--- src/rtl/fir_pkg.sv ---
// Shared definitions for the moving-average FIR and its button helper.
//   clog2      : ceil(log2(value)) for sizing pointers, sums and counters
//   MODE_*     : encoding of the filter_mode output
//   sum_width  : width of a running sum that cannot overflow
package fir_pkg;

  localparam logic MODE_BYPASS = 1'b0;
  localparam logic MODE_AVG    = 1'b1;

  function automatic int clog2(input int value);
    int result;
    result = 0;
    for (int i = 0; i < 31; i++) begin
      if ((1 << i) < value) begin
        result = i + 1;
      end
    end
    return result;
  endfunction

  // Sum of 2**k samples of DATA_W bits needs k extra bits of headroom.
  function automatic int sum_width(input int data_w, input int taps);
    return data_w + clog2(taps);
  endfunction

endpackage

--- src/rtl/btn_toggle.sv ---
// Pushbutton to single-cycle toggle pulse.
// Raw button -> 2-FF synchroniser -> (optional debounce) -> rising-edge detect.
// Build macro: MOVING_AVG_DEBOUNCE_EN adds a stability down-counter that
// requires DEBOUNCE_CYCLES consecutive equal samples before the debounced level
// follows the synchronised input (both press and release). Without the macro
// DEBOUNCE_CYCLES is unused and no counter exists.
// Ports:
//   clk          in   clock, rising edge
//   rst_n        in   asynchronous active-low reset
//   btn_raw      in   raw active-high button, asynchronous to clk
//   toggle_pulse out  one-cycle pulse per accepted press
module btn_toggle
  import fir_pkg::*;
#(
  parameter int DEBOUNCE_CYCLES = 500000
) (
  input  logic clk,
  input  logic rst_n,
  input  logic btn_raw,
  output logic toggle_pulse
);

  logic sync1_q, sync1_d;
  logic sync2_q, sync2_d;
  logic prev_q, prev_d;
  logic level;

`ifdef MOVING_AVG_DEBOUNCE_EN
  localparam int CNT_W = clog2(DEBOUNCE_CYCLES) + 1;
  localparam logic [CNT_W-1:0] CNT_LOAD = CNT_W'(DEBOUNCE_CYCLES - 1);

  logic [CNT_W-1:0] cnt_q, cnt_d;
  logic             stable_q, stable_d;

  // The counter reloads whenever the input agrees with the accepted level;
  // it only reaches zero after an unbroken run of disagreeing samples.
  always_comb begin
    stable_d = stable_q;
    cnt_d    = CNT_LOAD;
    if (sync2_q != stable_q) begin
      if (cnt_q == '0) begin
        stable_d = sync2_q;
      end else begin
        cnt_d = cnt_q - CNT_W'(1);
      end
    end
  end

  always_ff @(posedge clk or negedge rst_n) begin
    if (!rst_n) begin
      cnt_q    <= CNT_LOAD;
      stable_q <= 1'b0;
    end else begin
      cnt_q    <= cnt_d;
      stable_q <= stable_d;
    end
  end

  assign level = stable_q;
`else
  assign level = sync2_q;
`endif

  always_comb begin
    sync1_d = btn_raw;
    sync2_d = sync1_q;
    prev_d  = level;
  end

  always_ff @(posedge clk or negedge rst_n) begin
    if (!rst_n) begin
      sync1_q <= 1'b0;
      sync2_q <= 1'b0;
      prev_q  <= 1'b0;
    end else begin
      sync1_q <= sync1_d;
      sync2_q <= sync2_d;
      prev_q  <= prev_d;
    end
  end

  assign toggle_pulse = level & ~prev_q;

endmodule

--- src/rtl/moving_avg_fir.sv ---
// N-tap moving-average FIR on a valid-qualified signed sample stream, with a
// pushbutton that toggles between averaging and bypass.
// Build macro: MOVING_AVG_DEBOUNCE_EN (passed through to btn_toggle).
// Ports:
//   CLOCK_50    in   system clock, rising edge
//   rst_n       in   asynchronous active-low reset
//   toggle_btn  in   raw active-high pushbutton
//   in_valid    in   in_data valid this cycle
//   in_data     in   signed sample, DATA_W bits
//   out_valid   out  one-cycle strobe, out_data valid
//   out_data    out  signed average or bypassed sample, DATA_W bits
//   filter_mode out  1 = averaging, 0 = bypass
//   primed      out  TAPS samples seen since reset
module moving_avg_fir
  import fir_pkg::*;
#(
  parameter int DATA_W          = 8,
  parameter int TAPS            = 4,
  parameter int DEBOUNCE_CYCLES = 500000
) (
  input  logic                     CLOCK_50,
  input  logic                     rst_n,
  input  logic                     toggle_btn,
  input  logic                     in_valid,
  input  logic signed [DATA_W-1:0] in_data,
  output logic                     out_valid,
  output logic signed [DATA_W-1:0] out_data,
  output logic                     filter_mode,
  output logic                     primed
);

  localparam int PTR_W = clog2(TAPS);
  localparam int SUM_W = sum_width(DATA_W, TAPS);
  localparam int CNT_W = PTR_W + 1;
  localparam logic [CNT_W-1:0] CNT_FULL = CNT_W'(TAPS);
  localparam logic [PTR_W-1:0] PTR_LAST = PTR_W'(TAPS - 1);

  logic signed [DATA_W-1:0] tap_q [TAPS];
  logic signed [DATA_W-1:0] tap_d [TAPS];
  logic signed [SUM_W-1:0]  sum_q, sum_d, sum_next;
  logic [PTR_W-1:0]         wr_ptr_q, wr_ptr_d;
  logic [CNT_W-1:0]         count_q, count_d;
  logic                     mode_q, mode_d;
  logic                     primed_q, primed_d;
  logic                     out_valid_q, out_valid_d;
  logic signed [DATA_W-1:0] out_data_q, out_data_d;
  logic                     toggle_pulse;

  btn_toggle #(
    .DEBOUNCE_CYCLES (DEBOUNCE_CYCLES)
  ) u_btn_toggle (
    .clk          (CLOCK_50),
    .rst_n        (rst_n),
    .btn_raw      (toggle_btn),
    .toggle_pulse (toggle_pulse)
  );

  always_comb begin
    tap_d       = tap_q;
    sum_d       = sum_q;
    wr_ptr_d    = wr_ptr_q;
    count_d     = count_q;
    out_valid_d = 1'b0;
    out_data_d  = out_data_q;
    // A press takes effect next cycle; this cycle's sample still sees mode_q.
    mode_d      = mode_q ^ toggle_pulse;
    primed_d    = primed_q;

    // Oldest sample leaves the window as the new one enters.
    sum_next = sum_q + SUM_W'(in_data) - SUM_W'(tap_q[wr_ptr_q]);

    if (in_valid) begin
      tap_d[wr_ptr_q] = in_data;
      sum_d           = sum_next;
      wr_ptr_d        = (wr_ptr_q == PTR_LAST) ? '0 : wr_ptr_q + PTR_W'(1);
      count_d         = (count_q == CNT_FULL) ? CNT_FULL : count_q + CNT_W'(1);
      primed_d        = primed_q | (count_d == CNT_FULL);
      if (mode_q == MODE_AVG) begin
        if (count_d == CNT_FULL) begin
          out_valid_d = 1'b1;
          // Arithmetic shift floors toward minus infinity; result fits DATA_W.
          out_data_d  = DATA_W'(sum_next >>> PTR_W);
        end
      end else begin
        out_valid_d = 1'b1;
        out_data_d  = in_data;
      end
    end
  end

  always_ff @(posedge CLOCK_50 or negedge rst_n) begin
    if (!rst_n) begin
      tap_q       <= '{default: '0};
      sum_q       <= '0;
      wr_ptr_q    <= '0;
      count_q     <= '0;
      mode_q      <= MODE_AVG;
      primed_q    <= 1'b0;
      out_valid_q <= 1'b0;
      out_data_q  <= '0;
    end else begin
      tap_q       <= tap_d;
      sum_q       <= sum_d;
      wr_ptr_q    <= wr_ptr_d;
      count_q     <= count_d;
      mode_q      <= mode_d;
      primed_q    <= primed_d;
      out_valid_q <= out_valid_d;
      out_data_q  <= out_data_d;
    end
  end

  assign out_valid   = out_valid_q;
  assign out_data    = out_data_q;
  assign filter_mode = mode_q;
  assign primed      = primed_q;

endmodule
--- config.mk ---
export PLATFORM = sky130hd
export DESIGN_NAME = moving_avg_fir
export DESIGN_NICKNAME = d
export VERILOG_FILES = /design/src/rtl/fir_pkg.sv /design/src/rtl/btn_toggle.sv /design/src/rtl/moving_avg_fir.sv
export SDC_FILE = /design/constraint.sdc
export NUM_CORES = 1
export LEC_CHECK = 0
export CORE_UTILIZATION = 59
export DETAILED_ROUTE_END_ITERATION = 8
export MAX_ROUTING_LAYER = met4
export PLACE_DENSITY = 0.82
export SYNTH_ARGS = -nofsm -noshare
export SYNTH_HDL_FRONTEND = slang
export SYNTH_SLANG_ARGS = --single-unit
--- constraint.sdc ---
create_clock -name CLOCK_50 -period 4.8 [get_ports CLOCK_50]
set_clock_uncertainty 0.2 [all_clocks]
set_input_delay 0.48 -clock CLOCK_50 [delete_from_list [all_inputs] [get_ports CLOCK_50]]
set_output_delay 0.48 -clock CLOCK_50 [all_outputs]
set_load 0.05 [all_outputs]
Yosys cells after proc, flatten, opt, wreduce, memory -nomap -nowiden
Index checks and enable logic that the tools add are counted.
Word-level totals
  flip-flop bits (word level): 61
  input port bits: 12
  output and inout port bits: 11
Cells by class
  magnitude comparators: 2
  equality and inequality tests: 4
  add/subtract/negate cells: 4
  muxes and demuxes: 13
  bitwise gates (word level): 5
  reduce and logical (&&, ||, !) cells: 2
Operators by type and width (number)
  $mux W8: 5
  $bwmux W32: 1
  $bmux W8 S2: 1
  $demux W8 S2: 1
  $add A10 B8 Y10: 1
  $sub A10 B8 Y10: 1
  $eq A3 B3 Y1 const B: 2
  $add A3 B1 Y3 const B: 1
  $ge A3 B3 Y1 const B: 1
  $lt A3 B1 Y1 const B: 1
  $mux W1: 3
  $mux W3: 1
  $not A2 Y3: 1
  $add A2 B1 Y2 const B: 1
  $eq A2 B2 Y1 const B: 1
  $mux W2: 1
  $ne A2 B1 Y1 const B: 1
  $reduce_and A2 Y1: 1
  $and A1 B1 Y1: 1
  $logic_and A1 B1 Y1: 1
  $not A1 Y1: 1
  $or A1 B1 Y1: 1
  $xor A1 B1 Y1: 1

Logic depth before layout (Yosys ltp)
  depth after elaboration: 7
  depth in mapped cells: 12
  gate-level depth less buffers: 11

Cells and area by module
A second synthesis with hierarchy kept.
Unflattened totals
  cells, all modules: 318
  area total of the unflattened synthesis: 3294.4 um^2
By module, submodules not included
  moving_avg_fir: area each 3205.6 um^2, cells each 314, instances 1
  btn_toggle: area each 88.8 um^2, cells each 4, instances 1

Worst setup path before layout
No wires, ideal clock.
  kind: register -> register
  start point: reg wr_ptr_q[0]
  end point: reg out_data_q[6] (netlist: out_data[6])
  path buffers: 1
  arrival: 3.248 ns
  clock period less this slack: 3.590 ns
  required time: 4.458 ns
  cell stages (with the launch flop): 12
  library setup time: 0.142 ns
  path slack: 1.210 ns
  cells stage by stage: dfrtp_1 buf_2 mux4_2 fa_1 inv_1 fa_1 a211oi_2 nor2_1 a221o_1 a21oi_2 mux2i_1 o311ai_1
On the way
  cells in the longest elaborated chain, start to end: 7
RTL lines
  start, declared: RTL line moving_avg_fir.sv:41  | logic [PTR_W-1:0] wr_ptr_q, wr_ptr_d;
  start signal, assigned: RTL line moving_avg_fir.sv:104  | wr_ptr_q <= wr_ptr_d;
  $not A2 Y3 (implied by the code): RTL line moving_avg_fir.sv:70  | sum_next = sum_q + SUM_W'(in_data) - SUM_W'(tap_q[wr_ptr_q]);
  $bmux W8 S2: RTL line moving_avg_fir.sv:70
  $mux W8 (implied by the code) (2 in series): RTL line moving_avg_fir.sv:70
  $sub A10 B8 Y10: RTL line moving_avg_fir.sv:70
  $mux W8: RTL line moving_avg_fir.sv:79  | if (count_d == CNT_FULL) begin
  $mux W8: RTL line moving_avg_fir.sv:78  | if (mode_q == MODE_AVG) begin
  end signal, assigned: RTL line moving_avg_fir.sv:109  | out_data_q <= out_data_d;
  end, declared: RTL line moving_avg_fir.sv:46  | logic signed [DATA_W-1:0] out_data_q, out_data_d;
Every way passes these cells. The select of a mux whose other input is x is not followed.
A chain may end at the register's enable or synchronous reset.

Final worst setup path
Same ends and word-level chain as after synthesis.

==> metrics <==
status=completed; grt ovf=0; hold buffer count at cts=0; row cnt=26; post-place instance area=3533 um2; clock latency on the worst-skew pair=350 ps; die width=76.64 um; CTS tree=built; Final min period=3896 ps; Synth Instances=318; CTS resizes=0; Max Fclk=256.7 MHz; worst-margin pin slew=762.5 ps; Detailed Place HPWL=4260 um; vias in the first global route=2,243; Final period util=81.17%; Hold WC Path Type=in2async; commonest non-fill, non-tap cells in the layout=dfrtp_1 (60), nand2_1 (52), o21ai_0 (48); Hold Vio Cnt, Final=0; Die Area=5874 um2; average cell area after synthesis=10.34 um2; PortBufs=22; clk sinks=61; Worst-path clk slew=70 ps; CP Data Arrival Time=3910 ps; Initial DRC Count=129; RSZ-0062 raised after global routing=no; Cell variety after synth=43; final net count=378; CP cell instances=mux4_2, fa_1, inv_1, fa_1, a211oi_2, nor2_1, a221o_1, a21oi_2, mux2i_1, o311ai_1; total core area=5238 um2; Inserted Clock Buffers=9; first-pass GRT wire length=10,520 um; Slew HR=49.17%; area delta synth->final=13.55%; crit path max-delay cell type=dfrtp_1; n_diodes=0; Starting Density=62.76%; most common cell after layout, fill and taps aside=dfrtp_1; Routed Antenna Nets=0; Mapped Nets=356; Critical Path End Type=register; #FFs+latches synth=61; Final setup violation count=0; Clock Tree Buf Depth=2; Top Ports=23; Slowest Stage Delay on Critical Path=730 ps; data required time at the worst endpoint=4810 ps; share of cells above drive strength 1=11.01%; Routed wire per std cell=14.72 um; max cap viols=0; register area share after synthesis=46.48%; H-tree depth=3; Final TNS setup=0 ps; GRT Overall Usage=24.55%; placed insts=399; Final GP Congestion=0.8631; warnings from Yosys=0; R2R cell count=10; 1st-pass router iterations=4; final non-filler cell total=415; pin count of the biggest net entering global routing=62; Slew Limit Fails=0; die outline height=76.64 um; final instance area=3732 um2; cell area after synthesis=3287 um2; total setup buffers inserted after CTS=0; type of origin of the critical path=register; via count=2,271; reg2reg start=wr_ptr_q[0]; routed wire length=6108 um; crit path kind=reg2reg; CP dominant cell by count=fa_1; clk root buf=clkbuf_8; Reg2Reg Setup Slack=900 ps; drt drc=0; RR Endpoint=out_data[6]; vias per cell=5.472; initial antenna violation count=0; worst-path fanout max=12
## logic make-up (layout without fill, tap and decap cells)
kind of cell | count (synthesis) | after routing | share of synthesized area, %
buffers and inverters | 54 | 81 | 6.852
and+or+nand+nor | 73 | 73 | 9.479
muxes | 21 | 21 | 9.593
DFF | 61 | 61 | 46.48
adders and majority gates | 26 | 26 | 11.95
xor gates and xnor gates | 11 | 11 | 2.931
AOI/OAI and AO/OA | 72 | 72 | 12.72
## worst max-delay path: cells and delay by family, from the launching register on
kind	cells	cell delay (ps)
compound gates	4	880
buf+inv	1	60
mux	2	800
fa+ha+maj	2	980
flops	1	730
simple gates	1	90
## state kept, by name, indices dropped and copies added (netlist names)
signal                cells
u_btn_toggle.level        1
filter_mode               1
u_btn_toggle.prev_q       1
wr_ptr_q                  2
out_valid                 1
u_btn_toggle.sync1_q      1
sum_q                    10
count_q                   3
tap_q                    32
out_data                  8
primed                    1
## cell type report
| type | instances | area (um2) |
|---|---|---|
| well taps | 70 | 87.58 |
| repair buffers | 24 | 230.2 |
| clock buffers | 9 | 123.9 |
| multi-input cells | 203 | 1534 |
| flip-flops and latches | 61 | 1528 |
| inverters | 41 | 153.9 |
| clock inverters | 7 | 75.07 |
| fillers | 354 | 1505 |
## layer usage
layer	vias to the layer above	part of all wire (%)	track usage (%)
met5	-	0	-
met3	12	4.3	5.868
met2	60	48	37.12
met4	0	1.8	11.73
li1	1104	-	-
met1	1095	46	31.32
## synth_stat cells
cell type	instances	share of area, %
clkbuf_8	2	0.84
ha_1	17	6.5
o21bai_1	1	0.23
mux4_2	8	5.5
mux2i_1	9	2.7
a221o_1	1	0.30
buf_2	2	0.30
a21boi_0	1	0.23
a31o_2	1	0.27
clkbuf_1	8	0.91
nand2_1	52	5.9
inv_2	1	0.11
inv_1	40	4.6
o311ai_1	1	0.27
mux2_2	4	1.4
a21oi_1	8	1.2
a21o_2	2	0.53
a211oi_2	1	0.38
o21ai_0	48	7.3
fa_1	9	5.5
a211oi_1	1	0.23
nor2b_1	1	0.19
xor2_1	4	1.1
a21o_1	1	0.23
o211a_1	1	0.30
xnor2_1	7	1.9
nand2b_1	2	0.38
buf_1	1	0.11
nand4_1	1	0.19
and3_1	2	0.38
nor3b_1	2	0.46
dfrtp_1	60	46
a41oi_1	1	0.27
dfstp_2	1	0.80
nand4b_1	1	0.27
a21oi_2	1	0.27
o211ai_1	1	0.23
and2_1	1	0.19
nor2_1	7	0.80
nand3b_1	1	0.23
nand3_1	3	0.46
a31oi_1	1	0.19
o311ai_0	1	0.27
## metrics by stage
step                utilization [%]  setup WS (ps)  hold slack [ps]
finish                        71.26          903.7            72.57
CTS                           71.26          896.7            108.5
floorplan                         -           1210           -15.59
detailed placement            67.46          922.3            140.2
global route                  71.26          641.6            154.9
global placement              67.46          953.1            143.8
## worst max path at each step
stage           startpoint          end  slack (ps)  depth (start not counted)
2_1_floorplan  wr_ptr_q[0]  out_data[6]        1210                         11
3_3_place_gp   wr_ptr_q[0]  out_data[6]         950                         10
3_5_place_dp   wr_ptr_q[0]  out_data[6]         920                         10
4_1_cts        wr_ptr_q[0]  out_data[6]         900                         10
5_1_grt        wr_ptr_q[0]  out_data[6]         640                         10
6_report       wr_ptr_q[0]  out_data[6]         900                         10
Power is not shown: default switching activity piles up to over one toggle a cycle in this logic, so the estimate is an artifact.
